===== src/rtl/imem_load_ctrl_pkg.sv =====
// -----------------------------------------------------------------------------
// imem_load_ctrl_pkg
// Shared definitions for the instruction-memory load controller:
//   DEF_WORD_LEN   - default instruction / address width
//   DEF_MEM_SIZE   - default instruction memory depth in bytes (power of two)
//   MEM_CELL_SIZE  - width of one memory cell (byte)
//   NOP_INSTR      - instruction word presented to IF/ID while fetch is stalled
//   ctrl_state_e   - controller state encoding
// -----------------------------------------------------------------------------
package imem_load_ctrl_pkg;

    localparam int unsigned DEF_WORD_LEN  = 32;
    localparam int unsigned DEF_MEM_SIZE  = 1024;
    localparam int unsigned MEM_CELL_SIZE = 8;

    localparam logic [DEF_WORD_LEN-1:0] NOP_INSTR = 32'h0000_0000;

    typedef enum logic [2:0] {
        ST_BOOT    = 3'd0,
        ST_LOAD    = 3'd1,
        ST_DRAIN   = 3'd2,
        ST_RELEASE = 3'd3,
        ST_RUN     = 3'd4
    } ctrl_state_e;

endpackage


===== src/rtl/imem_load_ctrl_write_port.sv =====
// -----------------------------------------------------------------------------
// imem_write_port
// Registered byte-write stage toward the instruction memory. A byte accepted
// in cycle t appears on the memory write port in cycle t+1. Bytes whose index
// lies at or beyond the memory depth are consumed upstream but never written.
//
// Ports:
//   clk          clock, rising edge
//   rst          synchronous active-high reset; cancels any pending write
//   wr_fire_i    a byte was accepted this cycle
//   wr_idx_i     index of the accepted byte (AW+1 bits, may exceed depth)
//   wr_data_i    accepted byte
//   mem_we_o     memory byte write enable
//   mem_waddr_o  memory byte write address
//   mem_wdata_o  memory byte write data
// -----------------------------------------------------------------------------
module imem_write_port
    import imem_load_ctrl_pkg::*;
#(
    parameter int unsigned AW = 10
) (
    input  logic                     clk,
    input  logic                     rst,
    input  logic                     wr_fire_i,
    input  logic [AW:0]              wr_idx_i,
    input  logic [MEM_CELL_SIZE-1:0] wr_data_i,
    output logic                     mem_we_o,
    output logic [AW-1:0]            mem_waddr_o,
    output logic [MEM_CELL_SIZE-1:0] mem_wdata_o
);

    logic                     we_q;
    logic [AW-1:0]            waddr_q;
    logic [MEM_CELL_SIZE-1:0] wdata_q;
    logic                     in_range;

    // Depth is 2**AW, so an index at or past the end has its top bit set.
    // Checking that bit (instead of truncating) keeps overflow bytes from
    // wrapping back onto low addresses.
    assign in_range = ~wr_idx_i[AW];

    always_ff @(posedge clk) begin
        if (rst) begin
            we_q    <= 1'b0;
            waddr_q <= '0;
            wdata_q <= '0;
        end else begin
            we_q <= wr_fire_i & in_range;
            if (wr_fire_i && in_range) begin
                waddr_q <= wr_idx_i[AW-1:0];
                wdata_q <= wr_data_i;
            end
        end
    end

    assign mem_we_o    = we_q;
    assign mem_waddr_o = waddr_q;
    assign mem_wdata_o = wdata_q;

endmodule


===== src/rtl/imem_load_ctrl.sv =====
// -----------------------------------------------------------------------------
// imem_load_ctrl
// Owns the write side of the byte-addressed instruction memory and gates its
// read side toward the fetch stage. After reset (and on any later reload
// request from RUN) it accepts a program as a valid/ready byte stream, writes
// one byte per cycle, stalls fetch with a NOP meanwhile, then releases the
// pipeline with a one-cycle flush and PC-restart pulse.
//
// Ports:
//   clk, rst      clock (rising edge) / synchronous active-high reset
//   load_start    request a (re)load; honoured in BOOT and RUN only
//   load_len      number of bytes to load, sampled with load_start
//   byte_in       program byte, byte_valid / byte_ready handshake
//   mem_we, mem_waddr, mem_wdata   registered memory byte-write port
//   fetch_addr    PC from IF; mem_raddr is its low AW bits
//   mem_rdata     assembled big-endian word from memory
//   fetch_instr   instruction to IF/ID (NOP while stalled)
//   fetch_stall   freeze PC and IF/ID
//   pipe_flush    one-cycle flush of the pipeline registers
//   pc_restart    one-cycle request to load PC with 0
//   load_busy     high in LOAD and DRAIN
//   load_err      sticky: requested length exceeded memory depth
// -----------------------------------------------------------------------------
module imem_load_ctrl
    import imem_load_ctrl_pkg::*;
#(
    parameter int unsigned WORD_LEN = DEF_WORD_LEN,
    parameter int unsigned MEM_SIZE = DEF_MEM_SIZE,
    parameter int unsigned AW       = $clog2(MEM_SIZE)
) (
    input  logic                     clk,
    input  logic                     rst,
    input  logic                     load_start,
    input  logic [AW:0]              load_len,
    input  logic [MEM_CELL_SIZE-1:0] byte_in,
    input  logic                     byte_valid,
    output logic                     byte_ready,
    output logic                     mem_we,
    output logic [AW-1:0]            mem_waddr,
    output logic [MEM_CELL_SIZE-1:0] mem_wdata,
    input  logic [WORD_LEN-1:0]      fetch_addr,
    output logic [AW-1:0]            mem_raddr,
    input  logic [WORD_LEN-1:0]      mem_rdata,
    output logic [WORD_LEN-1:0]      fetch_instr,
    output logic                     fetch_stall,
    output logic                     pipe_flush,
    output logic                     pc_restart,
    output logic                     load_busy,
    output logic                     load_err
);

    localparam logic [AW:0] MEM_SIZE_W = (AW+1)'(MEM_SIZE);
    localparam logic [AW:0] LEN_ONE    = (AW+1)'(1);

    ctrl_state_e state_q;
    logic [AW:0] cnt_q;
    logic [AW:0] len_q;
    logic [AW:0] cnt_d;
    logic        byte_ready_q;
    logic        fetch_stall_q;
    logic        pipe_flush_q;
    logic        pc_restart_q;
    logic        load_busy_q;
    logic        load_err_q;
    logic        fire;
    logic        unused_fetch_hi;

    // byte_ready_q is only ever set while in LOAD, so no state qualifier here.
    assign fire  = byte_valid & byte_ready_q;
    assign cnt_d = cnt_q + LEN_ONE;

    // Single-process FSM. byte_ready and fetch_stall are kept as registers
    // that change on the same edges the state does, which reproduces
    // "cnt < len in LOAD" and "stall unless RUN" without decoding the state.
    always_ff @(posedge clk) begin
        if (rst) begin
            state_q       <= ST_BOOT;
            cnt_q         <= '0;
            len_q         <= '0;
            byte_ready_q  <= 1'b0;
            fetch_stall_q <= 1'b1;
            pipe_flush_q  <= 1'b0;
            pc_restart_q  <= 1'b0;
            load_busy_q   <= 1'b0;
            load_err_q    <= 1'b0;
        end else begin
            pipe_flush_q <= 1'b0;
            pc_restart_q <= 1'b0;
            unique case (state_q)
                ST_BOOT, ST_RUN: begin
                    if (load_start) begin
                        len_q         <= load_len;
                        cnt_q         <= '0;
                        load_err_q    <= (load_len > MEM_SIZE_W);
                        load_busy_q   <= 1'b1;
                        fetch_stall_q <= 1'b1;
                        if (load_len == '0) begin
                            byte_ready_q <= 1'b0;
                            state_q      <= ST_DRAIN;
                        end else begin
                            byte_ready_q <= 1'b1;
                            state_q      <= ST_LOAD;
                        end
                    end
                end
                ST_LOAD: begin
                    if (fire) begin
                        cnt_q <= cnt_d;
                        if (cnt_d == len_q) begin
                            byte_ready_q <= 1'b0;
                            state_q      <= ST_DRAIN;
                        end
                    end
                end
                ST_DRAIN: begin
                    load_busy_q  <= 1'b0;
                    pipe_flush_q <= 1'b1;
                    pc_restart_q <= 1'b1;
                    state_q      <= ST_RELEASE;
                end
                ST_RELEASE: begin
                    fetch_stall_q <= 1'b0;
                    state_q       <= ST_RUN;
                end
                default: begin
                    state_q <= ST_BOOT;
                end
            endcase
        end
    end

    imem_write_port #(
        .AW (AW)
    ) u_write_port (
        .clk         (clk),
        .rst         (rst),
        .wr_fire_i   (fire),
        .wr_idx_i    (cnt_q),
        .wr_data_i   (byte_in),
        .mem_we_o    (mem_we),
        .mem_waddr_o (mem_waddr),
        .mem_wdata_o (mem_wdata)
    );

    assign mem_raddr       = fetch_addr[AW-1:0];
    assign unused_fetch_hi = ^fetch_addr[WORD_LEN-1:AW];

    always_comb begin
        fetch_instr = mem_rdata;
        if (fetch_stall_q) begin
            fetch_instr = WORD_LEN'(NOP_INSTR);
        end
    end

    assign byte_ready  = byte_ready_q;
    assign fetch_stall = fetch_stall_q;
    assign pipe_flush  = pipe_flush_q;
    assign pc_restart  = pc_restart_q;
    assign load_busy   = load_busy_q;
    assign load_err    = load_err_q;

endmodule


===== config.mk =====
export PLATFORM = sky130hd
export DESIGN_NAME = imem_load_ctrl
export DESIGN_NICKNAME = d
export VERILOG_FILES = /design/src/rtl/imem_load_ctrl_pkg.sv /design/src/rtl/imem_load_ctrl_write_port.sv /design/src/rtl/imem_load_ctrl.sv
export SDC_FILE = /design/constraint.sdc
export NUM_CORES = 1
export LEC_CHECK = 0
export BUFFER_PORTS_ARGS = -buffer_cell sky130_fd_sc_hd__buf_4
export CORE_AREA = 2 2 79 81
export CTS_CLUSTER_DIAMETER = 50
export DETAILED_ROUTE_END_ITERATION = 8
export DIE_AREA = 0 0 81 83
export PLACE_DENSITY = 0.84
export SETUP_SLACK_MARGIN = 0.02
export SLEW_MARGIN = 20
export SYNTH_ARGS = -nofsm -noshare
export SYNTH_HDL_FRONTEND = slang
export SYNTH_SLANG_ARGS = --single-unit

===== constraint.sdc =====
create_clock -name clk -period 5.75 [get_ports clk]
set_clock_uncertainty 0.1 [all_clocks]
set_input_delay 0.575 -clock clk [delete_from_list [all_inputs] [get_ports clk]]
set_output_delay 0.575 -clock clk [all_outputs]
set_load 0.05 [all_outputs]

== After elaboration in Yosys (flattened, before gate mapping) ==
Index checks and enable logic that the tools add are counted.
W data, S select, Z words.

* Register bits after elaboration: 49
* Input port bits: 87
* Logic and storage cells: 55

* $add $sub $neg: 1
* $lt $le $gt $ge: 1
* Equality and inequality tests: 8
* Muxes and demuxes: 18
* Bitwise logic cells: 3
* Reduce and logical (&&, ||, !) cells: 13

{| class="wikitable"
|+ Operators with widths
! kind !! count
|-
| $mux W32 || 1
|-
| $mux W11 || 2
|-
| $pmux W11 S2 || 1
|-
| $pmux W3 S4 || 1
|-
| $add A11 B1 Y11 const B || 1
|-
| $eq A11 B11 Y1 || 1
|-
| $gt A11 B11 Y1 const B || 1
|-
| $logic_not A11 Y1 || 1
|-
| $mux W3 || 3
|-
| $eq A3 B2 Y1 const B || 2
|-
| $mux W1 || 6
|-
| $pmux W1 S2 || 3
|-
| $reduce_and A2 Y1 || 3
|-
| $reduce_and A3 Y1 || 2
|-
| $reduce_bool A2 Y1 || 3
|-
| $ne A2 B2 Y1 const B || 2
|-
| $reduce_and A4 Y1 || 1
|-
| $eq A3 B1 Y1 const B || 1
|-
| $eq A3 B3 Y1 const B || 1
|-
| $logic_not A3 Y1 || 1
|-
| $and A1 B1 Y1 || 2
|-
| $mux W2 || 1
|-
| $ne A2 B1 Y1 const B || 1
|-
| $reduce_or A2 Y1 || 1
|-
| 2 further kinds || 2
|}

== Longest topological paths before layout ==
* Depth in word-level cells: 5
* Mapped depth: 8

== By module ==
A second synthesis with hierarchy kept.

* Cells, all modules: 348
* Area, all modules: 2840.2 µm²

{| class="wikitable"
|+ By module, submodules not included
! module !! instances !! cells each !! area each (µm²)
|-
| imem_load_ctrl || 1 || 266 || 1956.9
|-
| imem_write_port || 1 || 82 || 883.3
|}

== Least setup slack after synthesis ==
Ideal clock, no wire load.

* Kind: register -> output
* Start point: register fetch_stall_q, in the netlist fetch_stall
* End point: output fetch_instr[10]
* Arrival time: 1.500 ns
* Required time: 5.075 ns
* Setup slack: 3.575 ns
* Stages on the path, launching flop included: 3
* Buffers on the path: 1
* Cell sequence: dfxtp_1 > clkbuf_1 > nor2b_1

* Longest elaborated chain between the ends: 1

{| class="wikitable"
|+ RTL lines
! element !! RTL line !! RTL
|-
| start, declared || imem_load_ctrl.sv:60 || <nowiki>logic fetch_stall_q;</nowiki>
|-
| start signal, assigned || imem_load_ctrl.sv:81 || <nowiki>fetch_stall_q <= 1'b1;</nowiki>
|-
| start signal, assigned || imem_load_ctrl.sv:96 || <nowiki>fetch_stall_q <= 1'b1;</nowiki>
|-
| start signal, assigned || imem_load_ctrl.sv:122 || <nowiki>fetch_stall_q <= 1'b0;</nowiki>
|-
| $mux W32 || imem_load_ctrl.sv:150 || <nowiki>if (fetch_stall_q) begin</nowiki>
|-
| end, declared || imem_load_ctrl.sv:44 || <nowiki>output logic [WORD_LEN-1:0] fetch_instr,</nowiki>
|}

Every way passes these cells.

== Worst setup path in the final report ==
* Start point: register state_q[0]
* End point: register cnt_q[3]

* Longest elaborated chain between the ends: 4

{| class="wikitable"
|+ RTL lines
! element !! RTL line !! RTL
|-
| start, declared || imem_load_ctrl.sv:55 || <nowiki>ctrl_state_e state_q;</nowiki>
|-
| start signal, assigned || imem_load_ctrl.sv:77 || <nowiki>state_q <= ST_BOOT;</nowiki>
|-
| start signal, assigned || imem_load_ctrl.sv:99 || <nowiki>state_q <= ST_DRAIN;</nowiki>
|-
| start signal, assigned || imem_load_ctrl.sv:102 || <nowiki>state_q <= ST_LOAD;</nowiki>
|-
| $eq A3 B3 Y1 / $logic_not A3 Y1 (equally long branches) || imem_load_ctrl.sv:89 || <nowiki>unique case (state_q)</nowiki>
|-
| $reduce_or A2 Y1 || imem_load_ctrl.sv:89 ||
|-
| $ne A2 B2 Y1 (no source line) / $reduce_bool A2 Y1 (equally long branches) || -- ||
|-
| $reduce_and A3 Y1 (no source line) || -- ||
|-
| end signal, assigned || imem_load_ctrl.sv:108 || <nowiki>cnt_q <= cnt_d;</nowiki>
|-
| end, declared || imem_load_ctrl.sv:56 || <nowiki>logic [AW:0] cnt_q;</nowiki>
|}

Parallel ways exist; a longest one is shown, timed or not.
A chain may end at the register's enable or synchronous reset.

==> metrics.csv <==
metric;value;unit
n_antenna_cell;0;
cts_tree;done;
synth_top_area_frac;0.357;
gr-total-overflow;0;
clockBufferDepth;2;
maxCapViolCount;0;
start_util;0.473;
worst_slack;3.49;ns
cp_slowest_cell;o21ai_1;
syn-cell-area;2750;µm²
finalHoldViolCount;0;
final_cells;520;
drcViolationCount;0;
grt_usage;0.209;
io_pins;154;
max_freq;443;MHz
leakagePower;1.48;nW
ir_drop;0.218;mV
p_per_area;324;nW/µm²
synthFlopType;dfxtp_1;
dp.cells;512;
ys_async_sr_fraction;0;
drive_gt1_frac;0.308;
critPathLaunchType;register;
synth_commonest_cells;nand2_1, a21oi_1, dfxtp_1, nor2b_1, nor2_1;
h-tree-depth;2;
min_period;2.26;ns
finalWeightedCongestion;0.851;
reg2reg_depth;6;
synthTopCellsByArea;dfxtp_1, nand2_1, a21oi_1;
die-area;6720;µm²
critPathCaptureType;register;
cts_resized;0;
rsz0062_at_grt;false;
finalSetupTns;0;ns
outcome;finished, final reports clean;
place_hpwl;5240;µm
wl;7100;µm
core.rowCount;28;
grt_max_degree;52;
dr.pass1.iters;5;
final_nets;532;
whs_endpoint;u_write_port.mem_wdata_o[3];
slowest_delay;0.73;ns
clock_latency;0.31;ns
post_cts_buffers;0;
reg2reg_from;state_q[0];
slew_violations;0;
arrival;2.33;ns
max_slew.worst_pin.slew;0.913;ns
core-area;5820;µm²
routed_via_density;5.28;
synth_cells;363;
postCtsHoldBufs;0;
yosysMostFrequentCell;nand2_1;
cts_buffers;5;
pre_cts_slack;3.44;ns
synth_largest_area_cell;dfxtp_1;
hold_depth;2;
synth_seq_cells;49;
postRouteAntennaNets;0;
crit_buf_inv;0;
seq_area_frac_synth;0.357;
avgSynthCellArea;7.58;µm²
die_h;83;µm
worst_ep_required_time;5.83;ns
synth_warnings;0;
r2r_setup_slack;3.49;ns
synth_fp_nets;451;
wl_per_cell;13.7;µm
numPortBuffers;111;
clkTransAtPathRegs;0.09;ns
antenna_found_initial;0;
crit_top_cell;a21oi_1;
critPathMaxFanout;12;
reg2reg_to;cnt_q[3];
root_buffer;clkbuf_8;
critical_path_class;register to register;
synth_edf_count;0;
route.vias.total;2748;
synth.distinct_cells;51;
syn2layout_area_growth;30.8;%
first_iter_violations;143;
fp.dieW;81;µm
final-setup-viol-count;0;
slew_headroom;0.387;
cts_sinks;49;
cpLargestDelayFamily;compound AO/OA/AOI/OAI gates;
worstHoldStart;u_write_port.mem_wdata_o[3];
grt_pass1_wl;11400;µm
fin_crit_sh;0.393;
crit_path_cell_trace;nor2b_1, a21oi_1, o21ai_1, nor2_1, o21ai_0, a21oi_1;
grt_pass1_vias;2404;
min_path_type;register to register;
==> worst reg2reg max path: cells and delay by family, from the launching register on <==
kind / cells / cell delay (ns)
compound gates: 4 / 1.13
flops: 1 / 0.54
simple gates: 2 / 0.35
==> where the power goes <==
part / switching, mW / total [mW] / internal, mW
Clock: 0.113 / 0.286 / 0.173
Sequential: 0.0559 / 0.433 / 0.377
Combinational: 0.286 / 0.447 / 0.161
Total: 0.455 / 1.17 / 0.711
==> cell families (layout without fill, tap and decap cells) <==
group | count (synthesis) | count (layout) | share of synthesized area
buffers and inverters | 41 | 123 | 0.0846
adders and majority gates | 1 | 1 | 0.00455
DFF | 49 | 49 | 0.357
and+or+nand+nor | 176 | 176 | 0.333
muxes | 2 | 2 | 0.00728
AOI/OAI and AO/OA | 83 | 83 | 0.174
xor gates and xnor gates | 11 | 11 | 0.0405
==> sequential cells by signal, indices dropped and copies added (netlist names) <==
name / count
byte_ready: 1
cnt_q: 11
fetch_stall: 1
len_q: 11
load_busy: 1
load_err: 1
pc_restart: 1
state_q: 3
u_write_port.mem_waddr_o: 10
u_write_port.mem_wdata_o: 8
u_write_port.mem_we_o: 1
==> how the worst max path moves through the flow <==
stage / startpoint / to / depth (start not counted)
after floorplan: fetch_stall / fetch_instr[10] / 2
after global placement: byte_valid / cnt_q[6] / 7
after detailed placement: byte_valid / cnt_q[3] / 7
after CTS: fetch_stall / fetch_instr[30] / 2
after global routing: state_q[0] / cnt_q[3] / 6
final: state_q[0] / cnt_q[3] / 6
==> stage by stage <==
step           hold WS, ns  total power, mW   util  cell area [µm²]
5_1_grt              0.374             1.23  0.619             3600
3_5_place_dp         0.349            0.884  0.595             3460
4_1_cts              0.361             1.17  0.618             3590
3_3_place_gp         0.344            0.875  0.595             3460
6_report             0.356             1.17  0.619             3600
2_1_floorplan        0.337            0.787      -             2750
==> final cells by class <==
class                   count  area, µm²
clock inverters             3       65.1
clock buffers               5       68.8
fillers                   536       2220
flip-flops and latches     49        982
multi-input cells         273       1540
well taps                  75       93.8
repair buffers            111        833
inverters                   4       15.0
==> routing by layer <==
| layer | vias up | wire length (µm) | global-route usage |
|---|---|---|---|
| li1 | 1378 | - | - |
| met1 | 1250 | 3170 | 0.277 |
| met2 | 105 | 3350 | 0.340 |
| met3 | 15 | 475 | 0.0348 |
| met4 | 0 | 107 | 0.0693 |
| met5 | - | 0 | 0 |
==> placed cells by master, fill, tap and decap left out, drive strengths merged, types with 2 or more instances in the layout <==
cell type | Yosys | final
o21bai | 2 | 2
and2 | 4 | 4
clkbuf | 13 | 5
nor4 | 6 | 6
nand3 | 3 | 3
o21ai | 16 | 16
bufinv | 0 | 2
nor2b | 34 | 34
a21oi | 51 | 51
and4 | 3 | 3
or2 | 5 | 5
a22oi | 2 | 2
inv | 4 | 4
buf | 24 | 111
or3 | 5 | 5
xor2 | 5 | 5
xnor2 | 5 | 5
nand2b | 2 | 2
dfxtp | 49 | 49
mux2i | 2 | 2
nand2 | 72 | 72
nor2 | 24 | 24
and3 | 2 | 2
nor3 | 5 | 5
nand4 | 3 | 3
o32ai | 2 | 2
nand3b | 5 | 5
Power figures use the tool's default switching activity.
